==> src/rtl/des_pkg.sv <==
// -----------------------------------------------------------------------------
// des_pkg: shared DES key-schedule constants and helpers.
//   KEY_W / HALF_W / SUBKEY_W : widths of the key, each C/D half and a subkey.
//   PC1 / PC2                 : permuted-choice tables, DES bit numbering (1 = MSB).
//   SHIFTS                    : encrypt-order left-rotate amount per round.
//   pc1_permute               : 64-bit key -> 56-bit {C0, D0}.
//   rotl28 / rotr28           : rotate a 28-bit half by 0..2 positions.
//   shift_amt                 : rotate amount applied to reach a given issue index.
// -----------------------------------------------------------------------------
package des_pkg;

    localparam int unsigned KEY_W    = 64;
    localparam int unsigned HALF_W   = 28;
    localparam int unsigned SUBKEY_W = 48;

    localparam int unsigned PC1 [56] = '{
        57, 49, 41, 33, 25, 17,  9,
         1, 58, 50, 42, 34, 26, 18,
        10,  2, 59, 51, 43, 35, 27,
        19, 11,  3, 60, 52, 44, 36,
        63, 55, 47, 39, 31, 23, 15,
         7, 62, 54, 46, 38, 30, 22,
        14,  6, 61, 53, 45, 37, 29,
        21, 13,  5, 28, 20, 12,  4
    };

    localparam int unsigned PC2 [48] = '{
        14, 17, 11, 24,  1,  5,
         3, 28, 15,  6, 21, 10,
        23, 19, 12,  4, 26,  8,
        16,  7, 27, 20, 13,  2,
        41, 52, 31, 37, 47, 55,
        30, 40, 51, 45, 33, 48,
        44, 49, 39, 56, 34, 53,
        46, 42, 50, 36, 29, 32
    };

    localparam int unsigned SHIFTS [16] = '{
        1, 1, 2, 2, 2, 2, 2, 2, 1, 2, 2, 2, 2, 2, 2, 1
    };

    // DES bit n lives at key[64-n]; parity bits (8, 16, ..) are never selected.
    function automatic logic [55:0] pc1_permute(logic [KEY_W-1:0] key);
        logic [55:0] cd;
        cd = '0;
        for (int i = 0; i < 56; i++) begin
            cd[55-i] = key[64-PC1[i]];
        end
        return cd;
    endfunction

    function automatic logic [HALF_W-1:0] rotl28(logic [HALF_W-1:0] x, logic [1:0] n);
        logic [HALF_W-1:0] r;
        case (n)
            2'd1:    r = {x[26:0], x[27]};
            2'd2:    r = {x[25:0], x[27:26]};
            default: r = x;
        endcase
        return r;
    endfunction

    function automatic logic [HALF_W-1:0] rotr28(logic [HALF_W-1:0] x, logic [1:0] n);
        logic [HALF_W-1:0] r;
        case (n)
            2'd1:    r = {x[0], x[27:1]};
            2'd2:    r = {x[1:0], x[27:2]};
            default: r = x;
        endcase
        return r;
    endfunction

    // Decrypt walks the encrypt schedule backwards: index i undoes encrypt shift 16-i.
    function automatic logic [1:0] shift_amt(logic dec, logic [3:0] idx);
        logic [1:0] a;
        if (!dec) begin
            a = 2'(SHIFTS[idx]);
        end else if (idx == 4'd0) begin
            a = 2'd0;
        end else begin
            a = 2'(SHIFTS[4'(5'd16 - 5'(idx))]);
        end
        return a;
    endfunction

endpackage

==> src/rtl/des_key_schedule_if.sv <==
// -----------------------------------------------------------------------------
// des_key_schedule_if: request/subkey handshake bundle of the key scheduler.
//   start, decrypt, key : schedule request (driven by master)
//   subkey_ready        : consumer accept (driven by master)
//   subkey, subkey_valid, round_idx, busy, done : scheduler outputs (slave)
// -----------------------------------------------------------------------------
interface des_key_schedule_if;

    logic                          start;
    logic                          decrypt;
    logic [des_pkg::KEY_W-1:0]     key;
    logic [des_pkg::SUBKEY_W-1:0]  subkey;
    logic                          subkey_valid;
    logic                          subkey_ready;
    logic [3:0]                    round_idx;
    logic                          busy;
    logic                          done;

    modport master (
        output start, decrypt, key, subkey_ready,
        input  subkey, subkey_valid, round_idx, busy, done
    );

    modport slave (
        input  start, decrypt, key, subkey_ready,
        output subkey, subkey_valid, round_idx, busy, done
    );

endinterface

==> src/rtl/des_pc2.sv <==
// -----------------------------------------------------------------------------
// des_pc2: combinational DES permuted choice 2.
//   cd_i     : 56-bit {C, D}, bit 55 = C bit 1
//   subkey_o : 48-bit round subkey, bit 47 = DES bit 1
// -----------------------------------------------------------------------------
module des_pc2
    import des_pkg::*;
(
    input  logic [55:0]         cd_i,
    output logic [SUBKEY_W-1:0] subkey_o
);

    always_comb begin
        subkey_o = '0;
        for (int i = 0; i < 48; i++) begin
            subkey_o[47-i] = cd_i[56-PC2[i]];
        end
    end

endmodule

==> src/rtl/des_key_schedule.sv <==
// -----------------------------------------------------------------------------
// des_key_schedule: sequential DES subkey generator, one subkey per handshake.
//   clk, rst_n : clock and asynchronous active-low reset
//   bus        : slave side of des_key_schedule_if (start/decrypt/key in,
//                subkey/subkey_valid/round_idx/busy/done out, subkey_ready in)
// Encrypt issues K1..K16, decrypt issues K16..K1 by rotating C/D rightwards.
// -----------------------------------------------------------------------------
module des_key_schedule
    import des_pkg::*;
#(
    parameter int unsigned NUM_ROUNDS = 16
) (
    input logic              clk,
    input logic              rst_n,
    des_key_schedule_if.slave bus
);

    localparam logic [0:0] StIdle  = 1'b0;
    localparam logic [0:0] StIssue = 1'b1;
    localparam logic [3:0] LastIdx = 4'(NUM_ROUNDS - 1);

    logic [0:0]          state_q, state_d;
    logic [HALF_W-1:0]   c_half_q, c_half_d;
    logic [HALF_W-1:0]   d_half_q, d_half_d;
    logic [SUBKEY_W-1:0] subkey_q, subkey_d;
    logic                valid_q, valid_d;
    logic [3:0]          idx_q, idx_d;
    logic                done_q, done_d;
    logic                dec_q, dec_d;

    logic [55:0]         cd0;
    logic [1:0]          amt;
    logic                accept;
    logic                load_subkey;
    logic [SUBKEY_W-1:0] pc2_out;

    assign accept = valid_q && bus.subkey_ready;

    always_comb begin
        state_d     = state_q;
        c_half_d    = c_half_q;
        d_half_d    = d_half_q;
        valid_d     = valid_q;
        idx_d       = idx_q;
        dec_d       = dec_q;
        done_d      = 1'b0;
        load_subkey = 1'b0;
        cd0         = pc1_permute(bus.key);
        amt         = shift_amt(dec_q, idx_q + 4'd1);

        case (state_q)
            StIdle: begin
                if (bus.start) begin
                    // Decrypt starts unrotated: 28 total shifts bring C/D back to K16.
                    if (bus.decrypt) begin
                        c_half_d = cd0[55:28];
                        d_half_d = cd0[27:0];
                    end else begin
                        c_half_d = rotl28(cd0[55:28], 2'd1);
                        d_half_d = rotl28(cd0[27:0], 2'd1);
                    end
                    dec_d       = bus.decrypt;
                    valid_d     = 1'b1;
                    idx_d       = 4'd0;
                    load_subkey = 1'b1;
                    state_d     = StIssue;
                end
            end
            StIssue: begin
                if (accept) begin
                    if (idx_q == LastIdx) begin
                        valid_d = 1'b0;
                        done_d  = 1'b1;
                        state_d = StIdle;
                    end else begin
                        if (dec_q) begin
                            c_half_d = rotr28(c_half_q, amt);
                            d_half_d = rotr28(d_half_q, amt);
                        end else begin
                            c_half_d = rotl28(c_half_q, amt);
                            d_half_d = rotl28(d_half_q, amt);
                        end
                        idx_d       = idx_q + 4'd1;
                        load_subkey = 1'b1;
                    end
                end
            end
        endcase
    end

    // Subkey is registered from the next C/D so it is valid the cycle after load.
    des_pc2 u_pc2 (
        .cd_i     ({c_half_d, d_half_d}),
        .subkey_o (pc2_out)
    );

    assign subkey_d = load_subkey ? pc2_out : subkey_q;

    always_ff @(posedge clk or negedge rst_n) begin
        if (!rst_n) begin
            state_q  <= StIdle;
            c_half_q <= '0;
            d_half_q <= '0;
            subkey_q <= '0;
            valid_q  <= 1'b0;
            idx_q    <= 4'd0;
            done_q   <= 1'b0;
            dec_q    <= 1'b0;
        end else begin
            state_q  <= state_d;
            c_half_q <= c_half_d;
            d_half_q <= d_half_d;
            subkey_q <= subkey_d;
            valid_q  <= valid_d;
            idx_q    <= idx_d;
            done_q   <= done_d;
            dec_q    <= dec_d;
        end
    end

    assign bus.subkey       = subkey_q;
    assign bus.subkey_valid = valid_q;
    assign bus.round_idx    = idx_q;
    assign bus.busy         = (state_q == StIssue);
    assign bus.done         = done_q;

endmodule

==> src/flat_wrapper.sv <==
// flat-port wrapper written by rule: the top's interface ports become plain ports
module des_key_schedule_flat import des_pkg::*;
#(
    parameter int unsigned NUM_ROUNDS = 16
)
  (clk, rst_n, bus_start, bus_decrypt, bus_key, bus_subkey_ready, bus_subkey, bus_subkey_valid, bus_round_idx, bus_busy, bus_done);
  des_key_schedule_if bus_i ();
  input logic clk;
  input logic rst_n;
  input wire logic [$bits(bus_i.start)-1:0] bus_start;
  input wire logic [$bits(bus_i.decrypt)-1:0] bus_decrypt;
  input wire logic [$bits(bus_i.key)-1:0] bus_key;
  input wire logic [$bits(bus_i.subkey_ready)-1:0] bus_subkey_ready;
  output wire logic [$bits(bus_i.subkey)-1:0] bus_subkey;
  output wire logic [$bits(bus_i.subkey_valid)-1:0] bus_subkey_valid;
  output wire logic [$bits(bus_i.round_idx)-1:0] bus_round_idx;
  output wire logic [$bits(bus_i.busy)-1:0] bus_busy;
  output wire logic [$bits(bus_i.done)-1:0] bus_done;
  assign bus_i.start = bus_start;
  assign bus_i.decrypt = bus_decrypt;
  assign bus_i.key = bus_key;
  assign bus_i.subkey_ready = bus_subkey_ready;
  assign bus_subkey = bus_i.subkey;
  assign bus_subkey_valid = bus_i.subkey_valid;
  assign bus_round_idx = bus_i.round_idx;
  assign bus_busy = bus_i.busy;
  assign bus_done = bus_i.done;
  des_key_schedule #(.NUM_ROUNDS(NUM_ROUNDS)) u_core (.clk(clk), .rst_n(rst_n), .bus(bus_i));
endmodule
==> config.mk <==
export PLATFORM = sky130hd
export DESIGN_NAME = des_key_schedule_flat
export DESIGN_NICKNAME = d
export VERILOG_FILES = /design/src/rtl/des_pkg.sv /design/src/rtl/des_key_schedule_if.sv /design/src/rtl/des_pc2.sv /design/src/rtl/des_key_schedule.sv /design/src/flat_wrapper.sv
export SDC_FILE = /design/constraint.sdc
export NUM_CORES = 1
export LEC_CHECK = 0
export CAP_MARGIN = 20
export CORE_MARGIN = 4
export CORE_UTILIZATION = 59
export CTS_CLUSTER_SIZE = 16
export DETAILED_ROUTE_END_ITERATION = 6
export PLACE_DENSITY = 0.95
export SLEW_MARGIN = 20
export SYNTH_ARGS = -nofsm -noshare
export SYNTH_HDL_FRONTEND = slang
export SYNTH_SLANG_ARGS = --single-unit
==> constraint.sdc <==
create_clock -name clk -period 9.1 [get_ports clk]
set_input_delay 1.82 -clock clk [delete_from_list [all_inputs] [get_ports clk]]
set_output_delay 1.82 -clock clk [all_outputs]
set_load 0.03 [all_outputs]
==> results of run 1 <==
==> report_power, final <==
part / switching, mW / leakage (nW) / total, mW / internal [mW]
logic: 1.30 / 2.05 / 2.19 / 0.890
clock network: 0.193 / 0.134 / 0.395 / 0.202
registers: 0.295 / 1.30 / 1.04 / 0.744
total: 1.79 / 3.49 / 3.63 / 1.84
==> registers in the layout, indices dropped and copies added (netlist names) <==
signal	count
u_core.bus.subkey	48
u_core.c_half_q	28
u_core.d_half_q	28
u_core.bus.round_idx	4
u_core.bus.busy	1
u_core.bus.done	1
u_core.bus.subkey_valid	1
u_core.dec_q	1
==> tightest hold or removal path, cell delays in order (launching register included) <==
cell and delay (ns):
sky130_fd_sc_hd__dfrtp_1 0.35, sky130_fd_sc_hd__nor2_1 0.05, sky130_fd_sc_hd__a21oi_2 0.09
==> final timing paths <==
path	to	slack [ns]	depth (start not counted)
worst max-delay path	u_core.bus.subkey[26]	4.75	7
worst min-delay path	u_core.bus.subkey[10]	0.53	2
worst max register to register	u_core.d_half_q[21]	5.25	11
worst min register to register	u_core.bus.subkey[10]	0.53	2
max in group asynchronous	u_core.dec_q	6.64	3
min in group asynchronous	u_core.bus.subkey[39]	1.40	1
==> logic make-up (layout without fill, tap and decap cells) <==
group,Yosys count,in the layout,synth area share [%]
muxes,58,58,7.76
and+or+nand+nor,262,262,15.9
buffers and inverters,95,144,6.53
DFF,112,112,37.4
adders and majority gates,4,4,0.668
AOI/OAI and AO/OA,339,339,31.4
xor gates and xnor gates,3,3,0.351
==> cells in the final DEF (no fill, tap or decap), drive strengths merged, types with 3 or more instances in the layout <==
cell,netlist,final
mux2i,57,57
ha,4,4
clkbuf,35,11
nand2,46,46
inv,3,4
nand3,4,4
clkinvlp,0,3
a31oi,39,39
clkdlybuf4s50,0,112
nor2,140,140
dfrtp,112,112
a221o,8,8
nand2b,32,32
buf,57,13
o21ai,6,6
a221oi,56,56
and2,29,29
a21oi,88,88
a22oi,56,56
o22ai,29,29
a211oi,48,48
==> layout make-up <==
cell class,instances,area [um^2],share of cell area [%]
Sequential cell,112,2810,31.8
Tap cell,168,210,2.38
Clock buffer,11,253,2.86
Clock inverter,5,40.0,0.453
Multi-Input combinational cell,666,4240,48.0
Timing Repair Buffer,125,1270,14.4
Inverter,3,11.3,0.128
==> per-layer routing <==
layer | track usage (%) | routed length, um | up-vias
li1 | - | - | 3381
met1 | 36.2 | 8440 | 3563
met2 | 49.4 | 10800 | 402
met3 | 4.77 | 1520 | 63
met4 | 14.8 | 820 | 0
met5 | 0 | 0 | -
==> metrics by stage <==
stage | total power [mW] | cells | setup slack (ns) | utilization (%) | hold WS [ns]
3_5_place_dp | 3.15 | 1071 | 4.41 | 69.3 | 0.517
4_1_cts | 3.55 | 1087 | 4.82 | 71.7 | 0.537
5_1_grt | 3.88 | 1090 | 4.52 | 72.3 | 0.572
2_1_floorplan | 2.58 | 873 | 5.90 | - | 0.544
6_report | 3.63 | 1090 | 4.75 | 72.3 | 0.532
3_3_place_gp | 3.09 | 1071 | 4.50 | 69.3 | 0.512
==> Flow_metrics.wiki, run 1 <==
{| class="wikitable"
! Metric !! Value
|-
| Area of the mapped netlist || 7490 um^2
|-
| Starting utilization of the core area || 61.4%
|-
| Design Area, Final || 8830 um^2
|-
| Post-detail-place hpwl || 13.1 mm
|-
| Start point of the worst hold path || u_core.bus.subkey[10]
|-
| Total length of routed wires || 21.5 mm
|-
| FF-to-FF Start || u_core.bus.round_idx[0]
|-
| Fraction of post-synthesis cell area in the top cell type by area || 37.4%
|-
| Clock latency on the worst-skew pair || 0.37 ns
|-
| CTS tree || built
|-
| Arrival time of data at the critical path endpoint || 4.64 ns
|-
| Min Clock Period, post-route || 4.35 ns
|-
| Fraction of layout cells with a size suffix above 1 || 4.66%
|-
| Fillcell total || 959
|-
| Number of vias per cell || 6.80
|-
| Setup crit end kind || flop
|-
| Total routing usage reported by global routing || 29.2%
|-
| Total cell area at the placement stage || 8460 um^2
|-
| Launching instance or port of the critical path || bus_start
|-
| Root buffer cell || sky130_fd_sc_hd__clkbuf_16
|-
| Leading cell types by count after synthesis || 140 x sky130_fd_sc_hd__nor2_1, 112 x sky130_fd_sc_hd__dfrtp_1, 83 x sky130_fd_sc_hd__a21oi_1
|-
| Worst Max-Slew Pin Slew || 1.08 ns
|-
| Hold violation count in the final report || 0
|-
| Clock Sink Count || 112
|-
| Type of the worst setup path || primary input to flop
|-
| Number of buffers inserted by post-CTS setup repair || 0
|-
| Number of port buffers || 115
|-
| Dominant cells by area after synthesis || sky130_fd_sc_hd__dfrtp_1 37%, sky130_fd_sc_hd__mux2i_1 7.6%, sky130_fd_sc_hd__nor2_1 7.0%
|-
| Pin count of the biggest net entering global routing || 114
|-
| Setup violators final || 0
|-
| Netlist cell types || 46
|-
| Peak VDD IR || 231 uV
|-
| GRT overflow || 0
|-
| Critical path startpoint category || primary input
|-
| Crit path required time || 9.39 ns
|-
| Async set or reset register ratio after synthesis || 100%
|-
| Routed length per placed instance || 19.8 um
|-
| Number of enable flip-flop cells after synthesis || 0
|-
| Max-slew violation count || 0
|-
| Via count of the first global-routing pass || 7038
|-
| Post-route ant nets || 0
|-
| Run status || finished, violations left
|-
| Crit-path max cell delay || 0.76 ns
|-
| Number of antenna repair diodes || 0
|-
| Sequential-to-total area share from yosys stat || 37.4%
|-
| Number of buffers created by CTS || 9
|-
| Buffers & Inverters on Critical Path || 3
|-
| Biggest fanout along the worst timing path || 99
|-
| Biggest area consumer among synthesized cells || sky130_fd_sc_hd__dfrtp_1
|-
| Pre-antenna DRT Iters || 7
|-
| Die area || 14600 um^2
|-
| Nets@finish || 990
|-
| Remaining max-slew budget at the tightest pin || 28.1%
|-
| Synthesized Nets || 946
|-
| Worst hold path class || flop to flop
|-
| First-pass GRT wire length || 34.5 mm
|-
| Library cell contributing the largest single delay on the critical path || sky130_fd_sc_hd__buf_4
|-
| Timing-limited maximum frequency || 0.230 GHz
|-
| Critical Path, Cell by Cell || buf_2, buf_4, nand2b_1, o21ai_4, buf_4, nor2_1, a31oi_1
|-
| Area growth from synthesis to final layout || 17.8%
|-
| Count of pins on the block boundary || 124
|-
| Clock tree buffer depth || 2
|-
| Seq cells post-synth || 112
|-
| Clock input transition at the sequential cells of the worst setup and hold paths || 0.08 ns
|-
| Crit path top cell by count || sky130_fd_sc_hd__buf_4
|-
| Number of rows created at floorplan || 40
|-
| DRC violation count after routing || 2
|-
| Power per standard cell area || 411 nW/um^2
|-
| Number of violations reported at the end of detailed-routing iteration 0 || 952
|-
| Cell class contributing the biggest share of worst-path delay || buffers and inverters
|-
| Horizontal die dimension || 121 um
|-
| RSZ-0062 raised after global routing || false
|-
| Antenna violations before repair || 0
|-
| Core region area || 12200 um^2
|-
| Total of hold buffers inserted after clock tree synthesis || 0
|-
| Final setup skew || 0.0103 ns
|-
| Static Leakage || 3.49 nW
|-
| Primary flip-flop cell chosen by synthesis mapping || sky130_fd_sc_hd__dfrtp_1
|-
| Die Span Y || 121 um
|-
| Count of H-tree levels built during CTS || 3
|-
| Max Cap Viol || 0
|-
| Violated checks || design-rule violations
|-
| Number of cells upsized or downsized after cts || 0
|-
| Dominant cell by count in the synthesized netlist || sky130_fd_sc_hd__nor2_1
|-
| Final worst-path cycle share || 47.8%
|-
| Setup total negative slack || 0 ns
|-
| Syn_area_per_cell || 8.58 um^2
|-
| Mapped Cells || 873
|-
| Last weighted congestion value of the routability-driven placer || 0.846
|-
| Vias after detailed routing || 7409
|-
| Yosys warning total || 0
|}
Note: power is estimated with default switching activity, not from simulation.
==> inputs of run 2 (changes only) <==
--- a/config.mk
+++ b/config.mk
@@ -7,10 +7,10 @@
 export LEC_CHECK = 0
 export CAP_MARGIN = 20
 export CORE_MARGIN = 4
-export CORE_UTILIZATION = 59
+export CORE_UTILIZATION = 55
 export CTS_CLUSTER_SIZE = 16
 export DETAILED_ROUTE_END_ITERATION = 6
-export PLACE_DENSITY = 0.95
+export PLACE_DENSITY = 0.92
 export SLEW_MARGIN = 20
 export SYNTH_ARGS = -nofsm -noshare
 export SYNTH_HDL_FRONTEND = slang
==> constraint.sdc (replaced) <==
create_clock -name clk -period 4.05 [get_ports clk]
set_input_delay 0.81 -clock clk [delete_from_list [all_inputs] [get_ports clk]]
set_output_delay 0.81 -clock clk [all_outputs]
set_load 0.03 [all_outputs]
==> run 2 against run 1 <==
Against the previous run: total power up 120%; highest routed layer unchanged; largest power group unchanged; combinational power increased by 120%; flip-flop and latch count did not move; the run still ends with design-rule violations left; sequential power rose by 120%; global-route usage fell by 3.2 points; worst setup slack lost 4.3 ns; clock power increased by 120%; wire length is 3.4% lower; final area increased by 0.34%; cell count up 1.3%; first-iteration DRC count grew 3.3%; clock skew shrank 0.0042 ns.
==> Flow_metrics.wiki, run 2 (same netlist as run 1, synthesis figures left out) <==
{| class="wikitable"
! Metric !! Value
|-
| DRC violation count after routing || 1 (-1)
|-
| Leading cell type in the layout, fill and taps excluded || sky130_fd_sc_hd__nor2_1
|-
| Number of violations reported at the end of detailed-routing iteration 0 || 983 (+3.3%)
|-
| Library cell contributing the largest single delay on the critical path || sky130_fd_sc_hd__ha_4
|-
| Count of pins on the block boundary || 124 (unchanged)
|-
| Most frequent cells in the layout || 140 x sky130_fd_sc_hd__nor2_1, 112 x sky130_fd_sc_hd__clkdlybuf4s50_1, 110 x sky130_fd_sc_hd__dfrtp_1
|-
| Setup violators final || 0 (unchanged)
|-
| Arrival time of data at the critical path endpoint || 3.91 ns (-0.73 ns)
|-
| Max-slew violation count || 0 (unchanged)
|-
| Crit-path max cell delay || 0.62 ns (-0.14 ns)
|-
| RSZ-0062 raised after global routing || false
|-
| Type of the worst setup path || flop to flop
|-
| Fraction of power consumed by the clock network || 10.8% (about the same)
|-
| Remaining max-slew budget at the tightest pin || 35.0% (+6.9 points)
|-
| Crit path required time || 4.33 ns (-5.06 ns)
|-
| Worst hold path class || primary input to async pin
|-
| Total routing usage reported by global routing || 26.0% (-3.2 points)
|-
| Clock tree buffer depth || 2 (unchanged)
|-
| Violated checks || design-rule violations
|-
| Die area || 15600 um^2 (+6.8%)
|-
| Nets@finish || 996 (+0.61%)
|-
| CTS tree || built
|-
| Setup total negative slack || 0 ns (unchanged)
|-
| Logic gate share of total power || 60.7% (+0.2 points)
|-
| Die Span Y || 125 um (+3.3%)
|-
| Pre-antenna DRT Iters || 7 (unchanged)
|-
| Starting utilization of the core area || 56.4% (-5.0 points)
|-
| Min Clock Period, post-route || 3.63 ns
|-
| Area growth from synthesis to final layout || 18.2%
|-
| Buffers & Inverters on Critical Path || 2 (-1)
|-
| Via count of the first global-routing pass || 6796 (-3.4%)
|-
| Worst Max-Slew Pin Slew || 0.975 ns (-0.101 ns)
|-
| Vias after detailed routing || 7193 (-2.9%)
|-
| Setup crit end kind || flop
|-
| Design Area, Final || 8860 um^2 (+0.34%)
|-
| Hold violation count in the final report || 0 (unchanged)
|-
| Total length of routed wires || 20.8 mm (-3.4%)
|-
| GRT overflow || 0 (unchanged)
|-
| Timing-limited maximum frequency || 0.276 GHz
|-
| Total cell area at the placement stage || 8570 um^2 (+1.2%)
|-
| Number of vias per cell || 6.52 (-4.1%)
|-
| Post-detail-place hpwl || 13.2 mm (+0.85%)
|-
| Clock Sink Count || 112 (unchanged)
|-
| Cell class contributing the biggest share of worst-path delay || compound AO/OA/AOI/OAI gates
|-
| Number of cells upsized or downsized after cts || 0 (unchanged)
|-
| Clock latency on the worst-skew pair || 0.37 ns (about the same)
|-
| Run status || finished, violations left
|-
| Max Cap Viol || 0 (unchanged)
|-
| Number of buffers created by CTS || 9 (unchanged)
|-
| Critical path startpoint category || flop
|-
| Fraction of layout cells with a size suffix above 1 || 5.06% (+0.40 points)
|-
| Antenna violations before repair || 0 (unchanged)
|-
| Biggest fanout along the worst timing path || 59 (-40%)
|-
| Power per standard cell area || 915 nW/um^2 (+120%)
|-
| Peak VDD IR || 536 uV (+130%)
|-
| Pin count of the biggest net entering global routing || 98 (-14%)
|-
| Number of buffers inserted by post-CTS setup repair || 0 (unchanged)
|-
| Number of antenna repair diodes || 0 (unchanged)
|-
| Number of rows created at floorplan || 42 (+5.0%)
|-
| Last weighted congestion value of the routability-driven placer || 0.818 (-3.3%)
|-
| Post-route ant nets || 0 (unchanged)
|-
| Part of the total power dissipated in sequential elements || 28.5% (about the same)
|-
| Horizontal die dimension || 125 um (+3.3%)
|-
| Total of hold buffers inserted after clock tree synthesis || 0 (unchanged)
|-
| First-pass GRT wire length || 34.1 mm (-1.4%)
|-
| Count of H-tree levels built during CTS || 3 (unchanged)
|-
| Core region area || 13300 um^2 (+8.9%)
|-
| Internal || 4.14 mW (+130%)
|-
| Number of port buffers || 115 (unchanged)
|-
| Net switching power figure || 3.97 mW (+120%)
|-
| Final worst-path cycle share || 89.6%
|-
| Post-placement setup slack || 0.447 ns (-3.96 ns)
|-
| Multi-input gate area in the final layout || 4240 um^2 (-0.18%)
|-
| Switching fraction of total power || 48.9% (-0.42 points)
|-
| Sequential cell area || 2810 um^2 (about the same)
|-
| Worst path setup slack after routing || 0.421 ns (-4.33 ns)
|-
| Critical Path, Cell by Cell || inv_1, ha_1, nand2b_1, a21oi_1, o21a_1, o32ai_1, ha_4, buf_12, a22oi_1, a21oi_1, o22ai_1, a21oi_1
|-
| Routed length per placed instance || 18.9 um (-4.6%)
|-
| Clock input transition at the sequential cells of the worst setup and hold paths || 0.07 ns (about the same)
|-
| Number of flip-flops in the largest register || 48 (unchanged)
|-
| Utilization after layout || 66.6% (-5.7 points)
|-
| Crit path top cell by count || sky130_fd_sc_hd__a21oi_1
|-
| Root buffer cell || sky130_fd_sc_hd__clkbuf_16
|-
| Final setup skew || 0.00606 ns (-0.00423 ns)
|-
| Fillcell total || 1087 (+13%)
|-
| Static Leakage || 3.51 nW (+0.65%)
|}
[run 2: cell type report]
class / instances / share of cell area [%]
tap: 176 / 2.49
sequential: 112 / 31.7
timing repair buffer: 131 / 14.8
multi-input combinational: 666 / 47.8
inverter: 3 / 0.127
clock inverter: 4 / 0.325
clock buffer: 12 / 2.78
[run 2: final timing paths]
path                                          from                    end  cells after the start  slack, ns
max in group asynchronous                    rst_n     u_core.c_half_q[6]                      2       2.76
hold reg to reg              u_core.bus.subkey[38]  u_core.bus.subkey[38]                      2       0.53
min in group clk             u_core.bus.subkey[38]  u_core.bus.subkey[38]                      2       0.53
setup reg to reg           u_core.bus.round_idx[0]  u_core.bus.subkey[28]                     12       0.42
hold / removal                               rst_n  u_core.bus.subkey[33]                      1       0.53
setup / recovery           u_core.bus.round_idx[0]  u_core.bus.subkey[28]                     12       0.42
[run 2: power groups by stage]
stage	clock, mW	sequential, mW	combinational [mW]
2_1_floorplan	0	2.63	3.16
3_3_place_gp	0	2.29	4.71
3_5_place_dp	0	2.30	4.84
4_1_cts	0.872	2.29	4.85
5_1_grt	0.918	2.39	5.39
6_report	0.872	2.31	4.92
[run 2: metrics by stage]
step | power (mW) | cells | hold slack [ns]
floorplan | 5.79 | 873 | 0.514
global placement | 7.00 | 1087 | 0.510
global route | 8.69 | 1104 | 0.552
detailed placement | 7.14 | 1087 | 0.512
finish | 8.11 | 1104 | 0.528
CTS | 8.02 | 1103 | 0.534
[run 2: routing by layer]
layer	up-vias	track usage (%)	part of all wire [%]
met2	302	43.7	51
li1	3395	-	-
met5	-	0	0
met4	0	11.4	3.2
met1	3452	33.7	40
met3	44	3.26	5.8
==> inputs of run 3 (changes only) <==
--- a/config.mk
+++ b/config.mk
@@ -8,7 +8,6 @@
 export CAP_MARGIN = 20
 export CORE_MARGIN = 4
 export CORE_UTILIZATION = 55
-export CTS_CLUSTER_SIZE = 16
 export DETAILED_ROUTE_END_ITERATION = 6
 export PLACE_DENSITY = 0.92
 export SLEW_MARGIN = 20
==> results of run 3 <==
Same layout as run 2: the final DEF is identical, and so are final timing and power.
